$ cat src/rtl/conv_pkg.sv
// Shared definitions for the 3x3 convolution kernel sequencer family.
package conv_pkg;

  localparam int unsigned NTAPS          = 9;
  localparam int unsigned DEF_BLUR_SHIFT = 5;
  localparam logic [3:0]  LAST_TAP       = 4'(NTAPS - 1);

  typedef enum logic [1:0] {
    SEL_BLUR  = 2'd0,
    SEL_EDGE  = 2'd1,
    SEL_SHARP = 2'd2,
    SEL_PASS  = 2'd3
  } sel_e;

  typedef enum logic [1:0] {
    StIdle = 2'd0,
    StRun  = 2'd1,
    StOut  = 2'd2
  } state_e;

endpackage

$ cat src/rtl/conv_kernel_seq_if.sv
// Window-in / pixel-out handshakes plus the shared kernel ROM port.
interface conv_kernel_seq_if #(
  parameter int unsigned PIX_W = 8,
  parameter int unsigned KER_W = 5
);

  logic                    in_valid;
  logic                    in_ready;
  logic [9*PIX_W-1:0]      in_win;
  logic [1:0]              in_sel;
  logic [3:0]              ker_addr;
  logic signed [KER_W-1:0] ker1_dout;
  logic signed [KER_W-1:0] ker2_dout;
  logic signed [KER_W-1:0] ker3_dout;
  logic                    out_valid;
  logic                    out_ready;
  logic [PIX_W-1:0]        out_pixel;

  modport slave (
    input  in_valid, in_win, in_sel, ker1_dout, ker2_dout, ker3_dout, out_ready,
    output in_ready, ker_addr, out_valid, out_pixel
  );

  modport master (
    output in_valid, in_win, in_sel, ker1_dout, ker2_dout, ker3_dout, out_ready,
    input  in_ready, ker_addr, out_valid, out_pixel
  );

endinterface

$ cat src/rtl/conv_sat.sv
// Normalise a signed accumulator (optional arithmetic shift) and clamp it to an unsigned pixel.
module conv_sat #(
  parameter int unsigned ACC_W      = 16,
  parameter int unsigned PIX_W      = 8,
  parameter int unsigned BLUR_SHIFT = 5
) (
  input  logic signed [ACC_W-1:0] acc,
  input  logic                    shift_en,
  output logic [PIX_W-1:0]        pix
);

  localparam logic signed [ACC_W-1:0] PixMax = ACC_W'((1 << PIX_W) - 1);

  logic signed [ACC_W-1:0] shifted;

  always_comb begin
    shifted = shift_en ? (acc >>> BLUR_SHIFT) : acc;
    if (shifted[ACC_W-1]) begin
      pix = '0;
    end else if (shifted > PixMax) begin
      pix = '1;
    end else begin
      pix = shifted[PIX_W-1:0];
    end
  end

endmodule

$ cat src/rtl/conv_kernel_seq.sv
// One 3x3 convolution per transaction: walks the kernel ROM address 0..8, MACs each tap
// against its latched pixel, then presents the normalised, saturated result until taken.
module conv_kernel_seq
  import conv_pkg::*;
#(
  parameter int unsigned PIX_W      = 8,
  parameter int unsigned KER_W      = 5,
  parameter int unsigned ACC_W      = 16,
  parameter int unsigned BLUR_SHIFT = DEF_BLUR_SHIFT
) (
  input logic              clk,
  input logic              rst,
  conv_kernel_seq_if.slave bus
);

  state_e                  state_q, state_d;
  logic [3:0]              cnt_q, cnt_d;
  logic                    vld_q;
  logic [3:0]              idx_q, idx_d;
  logic signed [ACC_W-1:0] acc_q, acc_d;
  logic [PIX_W-1:0]        pix_q [NTAPS];
  sel_e                    sel_q;

  logic                        issue;
  logic                        accept;
  logic signed [KER_W-1:0]     tap;
  logic [PIX_W-1:0]            pix_cur;
  logic signed [KER_W+PIX_W:0] prod;
  logic [PIX_W-1:0]            sat_pix;

  // Address phase runs while the counter is inside 0..8; the ROM answers one cycle later.
  assign issue  = (state_q == StRun) && (cnt_q <= LAST_TAP);
  assign accept = (state_q == StIdle) && bus.in_valid;
  assign idx_d  = issue ? cnt_q : '0;

  always_comb begin
    unique case (sel_q)
      SEL_BLUR:  tap = bus.ker1_dout;
      SEL_EDGE:  tap = bus.ker2_dout;
      SEL_SHARP: tap = bus.ker3_dout;
      SEL_PASS:  tap = '0;
    endcase
  end

  assign pix_cur = pix_q[idx_q];
  assign prod    = tap * $signed({1'b0, pix_cur});

  always_comb begin
    state_d = state_q;
    cnt_d   = cnt_q;
    acc_d   = acc_q;
    case (state_q)
      StIdle: begin
        if (bus.in_valid) begin
          state_d = StRun;
          cnt_d   = '0;
          acc_d   = '0;
        end
      end
      StRun: begin
        if (issue) begin
          cnt_d = cnt_q + 4'd1;
        end
        if (vld_q) begin
          acc_d = acc_q + ACC_W'(prod);
          if (idx_q == LAST_TAP) begin
            state_d = StOut;
            cnt_d   = '0;
          end
        end
      end
      StOut: begin
        if (bus.out_ready) begin
          state_d = StIdle;
        end
      end
      default: state_d = StIdle;
    endcase
  end

  always_ff @(posedge clk or posedge rst) begin
    if (rst) begin
      state_q <= StIdle;
      cnt_q   <= '0;
      vld_q   <= 1'b0;
      idx_q   <= '0;
      acc_q   <= '0;
    end else begin
      state_q <= state_d;
      cnt_q   <= cnt_d;
      vld_q   <= issue;
      idx_q   <= idx_d;
      acc_q   <= acc_d;
    end
  end

  always_ff @(posedge clk or posedge rst) begin
    if (rst) begin
      sel_q <= SEL_BLUR;
      for (int i = 0; i < NTAPS; i++) begin
        pix_q[i] <= '0;
      end
    end else if (accept) begin
      sel_q <= sel_e'(bus.in_sel);
      for (int i = 0; i < NTAPS; i++) begin
        pix_q[i] <= bus.in_win[PIX_W*i +: PIX_W];
      end
    end
  end

  conv_sat #(
    .ACC_W      (ACC_W),
    .PIX_W      (PIX_W),
    .BLUR_SHIFT (BLUR_SHIFT)
  ) u_sat (
    .acc      (acc_q),
    .shift_en (sel_q == SEL_BLUR),
    .pix      (sat_pix)
  );

  assign bus.in_ready  = (state_q == StIdle) && !rst;
  assign bus.ker_addr  = issue ? cnt_q : '0;
  assign bus.out_valid = (state_q == StOut);
  assign bus.out_pixel = (state_q != StOut) ? '0 :
                         (sel_q == SEL_PASS) ? pix_q[4] : sat_pix;

endmodule

$ cat src/flat_wrapper.sv
// flat-port wrapper written by rule: the top's interface ports become plain ports
module conv_kernel_seq_flat import conv_pkg::*;
#(
  parameter int unsigned PIX_W      = 8,
  parameter int unsigned KER_W      = 5,
  parameter int unsigned ACC_W      = 16,
  parameter int unsigned BLUR_SHIFT = DEF_BLUR_SHIFT
)
  (clk, rst, bus_in_valid, bus_in_win, bus_in_sel, bus_ker1_dout, bus_ker2_dout, bus_ker3_dout, bus_out_ready, bus_in_ready, bus_ker_addr, bus_out_valid, bus_out_pixel);
  conv_kernel_seq_if #(.PIX_W(PIX_W), .KER_W(KER_W)) bus_i ();
  input logic clk;
  input logic rst;
  input wire logic [$bits(bus_i.in_valid)-1:0] bus_in_valid;
  input wire logic [$bits(bus_i.in_win)-1:0] bus_in_win;
  input wire logic [$bits(bus_i.in_sel)-1:0] bus_in_sel;
  input wire logic [$bits(bus_i.ker1_dout)-1:0] bus_ker1_dout;
  input wire logic [$bits(bus_i.ker2_dout)-1:0] bus_ker2_dout;
  input wire logic [$bits(bus_i.ker3_dout)-1:0] bus_ker3_dout;
  input wire logic [$bits(bus_i.out_ready)-1:0] bus_out_ready;
  output wire logic [$bits(bus_i.in_ready)-1:0] bus_in_ready;
  output wire logic [$bits(bus_i.ker_addr)-1:0] bus_ker_addr;
  output wire logic [$bits(bus_i.out_valid)-1:0] bus_out_valid;
  output wire logic [$bits(bus_i.out_pixel)-1:0] bus_out_pixel;
  assign bus_i.in_valid = bus_in_valid;
  assign bus_i.in_win = bus_in_win;
  assign bus_i.in_sel = bus_in_sel;
  assign bus_i.ker1_dout = bus_ker1_dout;
  assign bus_i.ker2_dout = bus_ker2_dout;
  assign bus_i.ker3_dout = bus_ker3_dout;
  assign bus_i.out_ready = bus_out_ready;
  assign bus_in_ready = bus_i.in_ready;
  assign bus_ker_addr = bus_i.ker_addr;
  assign bus_out_valid = bus_i.out_valid;
  assign bus_out_pixel = bus_i.out_pixel;
  conv_kernel_seq #(.PIX_W(PIX_W), .KER_W(KER_W), .ACC_W(ACC_W), .BLUR_SHIFT(BLUR_SHIFT)) u_core (.clk(clk), .rst(rst), .bus(bus_i));
endmodule
$ cat config.mk
export PLATFORM = sky130hd
export DESIGN_NAME = conv_kernel_seq_flat
export DESIGN_NICKNAME = d
export VERILOG_FILES = /design/src/rtl/conv_pkg.sv /design/src/rtl/conv_kernel_seq_if.sv /design/src/rtl/conv_sat.sv /design/src/rtl/conv_kernel_seq.sv /design/src/flat_wrapper.sv
export SDC_FILE = /design/constraint.sdc
export NUM_CORES = 1
export LEC_CHECK = 0
export ABC_CLOCK_PERIOD_IN_PS = 7400
export BUFFER_PORTS_ARGS = -buffer_cell sky130_fd_sc_hd__buf_2
export CORE_ASPECT_RATIO = 0.6
export CORE_UTILIZATION = 46
export DETAILED_ROUTE_END_ITERATION = 8
export PLACE_DENSITY = 0.67
export RECOVER_POWER = 100
export SLEW_MARGIN = 25
export SYNTH_ARGS = -nofsm -noshare
export SYNTH_HDL_FRONTEND = slang
export SYNTH_HIERARCHICAL = 1
export SYNTH_SLANG_ARGS = --single-unit
$ cat constraint.sdc
create_clock -name clk -period 7.4 [get_ports clk]
set_input_delay 0.74 -clock clk [delete_from_list [all_inputs] [get_ports clk]]
set_output_delay 0.74 -clock clk [all_outputs]
set_load 0.02 [all_outputs]
==> flow_summary.json <==
{
  "antenna_found_initial": 0,
  "synth_top_area_share_pct": 38.0,
  "synthesis.instances": 564,
  "initial_core_util_pct": 47.9,
  "syn_area_um2": 6650,
  "dieWidth_um": 157,
  "fin_ws_ns": 1.16,
  "synth_top_flop_cell": "dfrtp_1",
  "cts_tree": "built",
  "dieArea_um2": 14900,
  "yosys.area.top_type": "dfrtp_1",
  "gp_congestion": 0.887,
  "cts-resized-gates": 0,
  "grt_max_degree": 81,
  "ant_nets": 0,
  "violations": "max-capacitance violations, max-slew violations",
  "final-max-slew-violation-count": 155,
  "io_pins": 107,
  "wl_mm": 16.3,
  "dp.final_hpwl_mm": 12.8,
  "synth-compound-area-share_pct": 7.10,
  "yosysWarnings": 6,
  "final_core_util_pct": 54.2,
  "grt_pass1_wl_mm": 26.2,
  "grt_pass1_vias": 4814,
  "final_area_um2": 7520,
  "dpl-instance-area_um2": 7290,
  "drive_above_1_share_pct": 31.1,
  "cts_setup_buffers": 0,
  "worst-slew-pin-transition_ns": 4.34,
  "slew_headroom_pct": -189,
  "max_freq_mhz": 160,
  "synthMuxAreaShare_pct": 20.4,
  "period_share_pct": 84.3,
  "rows": 33,
  "drc_errors": 0,
  "crit_path_end_kind": "register",
  "synth-edff-count": 0,
  "finalHoldViolCount": 0,
  "cts_max_level": 3,
  "clockBufferDepth": 2,
  "status": "finished, violations left",
  "io_buffers": 106,
  "via_count": 4728,
  "fin_nets": 824,
  "synth_adder_area_share_pct": 17.1,
  "synth-seq-area-share_pct": 38.0,
  "drtPass1Iterations": 5,
  "postSynthAreaPerCell_um2": 11.8,
  "critPathRequiredTime_ns": 7.62,
  "numCtsBuffers": 9,
  "dieHeight_um": 95.1,
  "preCtsSetupSlack_ns": 1.37,
  "multiInputGateArea_um2": 3770,
  "cts_sinks": 101,
  "cap_violations": 2,
  "clock_latency_ns": 0.36,
  "critPathLaunchType": "register",
  "drt_iter0_markers": 299,
  "setup_viol": 0,
  "wl_per_cell_um": 19.1,
  "fillCellCount": 1192,
  "busiest_layer": "met1",
  "skew_ns": 0.0129,
  "root_buffer": "clkbuf_16",
  "fin_crit_ns": 6.24,
  "grtUsageTotal_pct": 23.7,
  "rsz0062_at_grt": "no",
  "synth_cell_types": 47,
  "post-synth-top-count-cell": "dfrtp_1",
  "synth_commonest_cells": "dfrtp_1 (101), mux2_2 (73), nor2_1 (45)",
  "synth-simple-area-share_pct": 11.1,
  "synth_xor_area_share_pct": 1.98,
  "cts_hold_buffers": 0,
  "synth_top_family_by_area": "multiplexers",
  "fin_setup_tns_ns": 0,
  "synth_area_leaders": "dfrtp_1 (38%), mux2_2 (12%), fa_1 (9.0%), ha_1 (8.1%), mux4_1 (4.3%)",
  "ys_ff_latch": 101,
  "synth_async_sr_flop_share_pct": 100,
  "use_met2_pct": 32.6,
  "grt-ovfl-total": 0,
  "met3_usage_pct": 6.68,
  "hp-class": "reg2reg",
  "via_per_inst": 5.53,
  "core_area_um2": 13900,
  "cts.reportedPaths.clkPinSlew_ns": 0.08,
  "grt_use_met1_pct": 36.3,
  "cp.arrival_ns": 6.45,
  "path_class": "reg2reg",
  "crit_fanout": 17,
  "layout-area-overhead-vs-synth_pct": 13.2,
  "antenna_cells": 0,
  "regArea_um2": 2530,
  "syn_nets": 730
}
## worst paths after layout
check / slack, ns / startpoint / to / cells past startpoint
worst max register to register: 1.16 / u_core/idx_q[0] / u_core/acc_q[15] / 17
worst min register to register: 0.51 / u_core/pix_q[25] / u_core/pix_q[25] / 1
worst min-delay path: 0.51 / u_core/pix_q[25] / u_core/pix_q[25] / 1
min in group asynchronous: 0.56 / rst / u_core/idx_q[0] / 2
worst max-delay path: 1.16 / u_core/idx_q[0] / u_core/acc_q[15] / 17
max in group asynchronous: 2.23 / rst / u_core/acc_q[8] / 3
## per-layer routing
metal  vias up  part of all wire [%]
met1      2332                    52
met4         0                   1.4
met5         -                     0
met3        21                   8.8
met2       181                    38
li1       2194                     -
## through the flow
stage	hold slack [ns]	instances
after floorplan	0.472	564
final	0.509	855
after global placement	0.481	839
after global routing	0.528	855
after detailed placement	0.493	839
after CTS	0.339	855
## cell type report
cell class              count  share of cell area, %
multi-input cells         405                   50.2
flip-flops and latches    101                   33.6
repair buffers            111                   7.27
well taps                 192                   3.19
clock buffers               9                   2.99
inverters                  30                   1.51
clock inverters             7                   1.28
## placed cells by master (no fill, tap or decap), types with 6 or more instances in the layout
master and instances:
dfrtp_1 101, buf_2 98, mux2_2 73, nor2_1 46, ha_1 43, nand2_1 37, fa_1 30, inv_1 29
o21ai_0 25, a21oi_1 19, mux2i_1 13, clkbuf_1 11, mux4_1 11, clkbuf_16 9, nand3_1 9, nor3_1 9
xnor2_1 8, xor2_1 7, a31oi_1 7, nand2b_1 6, a22o_1 6, nor4_1 6
## worst max-delay path: stages, from the launching register on
cell      delay, ns
dfrtp_1        0.69
nor4b_1        0.40
clkbuf_1       0.56
nand2_1        0.16
o21ai_0        0.23
nand2b_1       0.15
fa_1           0.49
fa_1           0.57
inv_1          0.06
fa_1           0.57
fa_1           0.48
fa_1           0.48
a21o_1         0.19
a221oi_1       0.48
nand4_1        0.16
a21oi_1        0.21
xnor2_1        0.13
o21ai_0        0.09
## cell families after synthesis
logic type      count (synthesis)
buf+inv                        58
fa+ha+maj                      73
compound gates                 74
simple gates                  141
xor+xnor                       15
mux                           102
flops                         101
## sequential cells by signal (all words and copies together), names as in the netlist
register,cells
u_core/pix_q,72
u_core/acc_q,16
u_core/cnt_q,4
u_core/idx_q,4
u_core/sel_q,2
u_core/state_q,2
u_core/vld_q,1
Power is not shown: default switching activity piles up to over one toggle a cycle in this logic, so the estimate is an artifact.
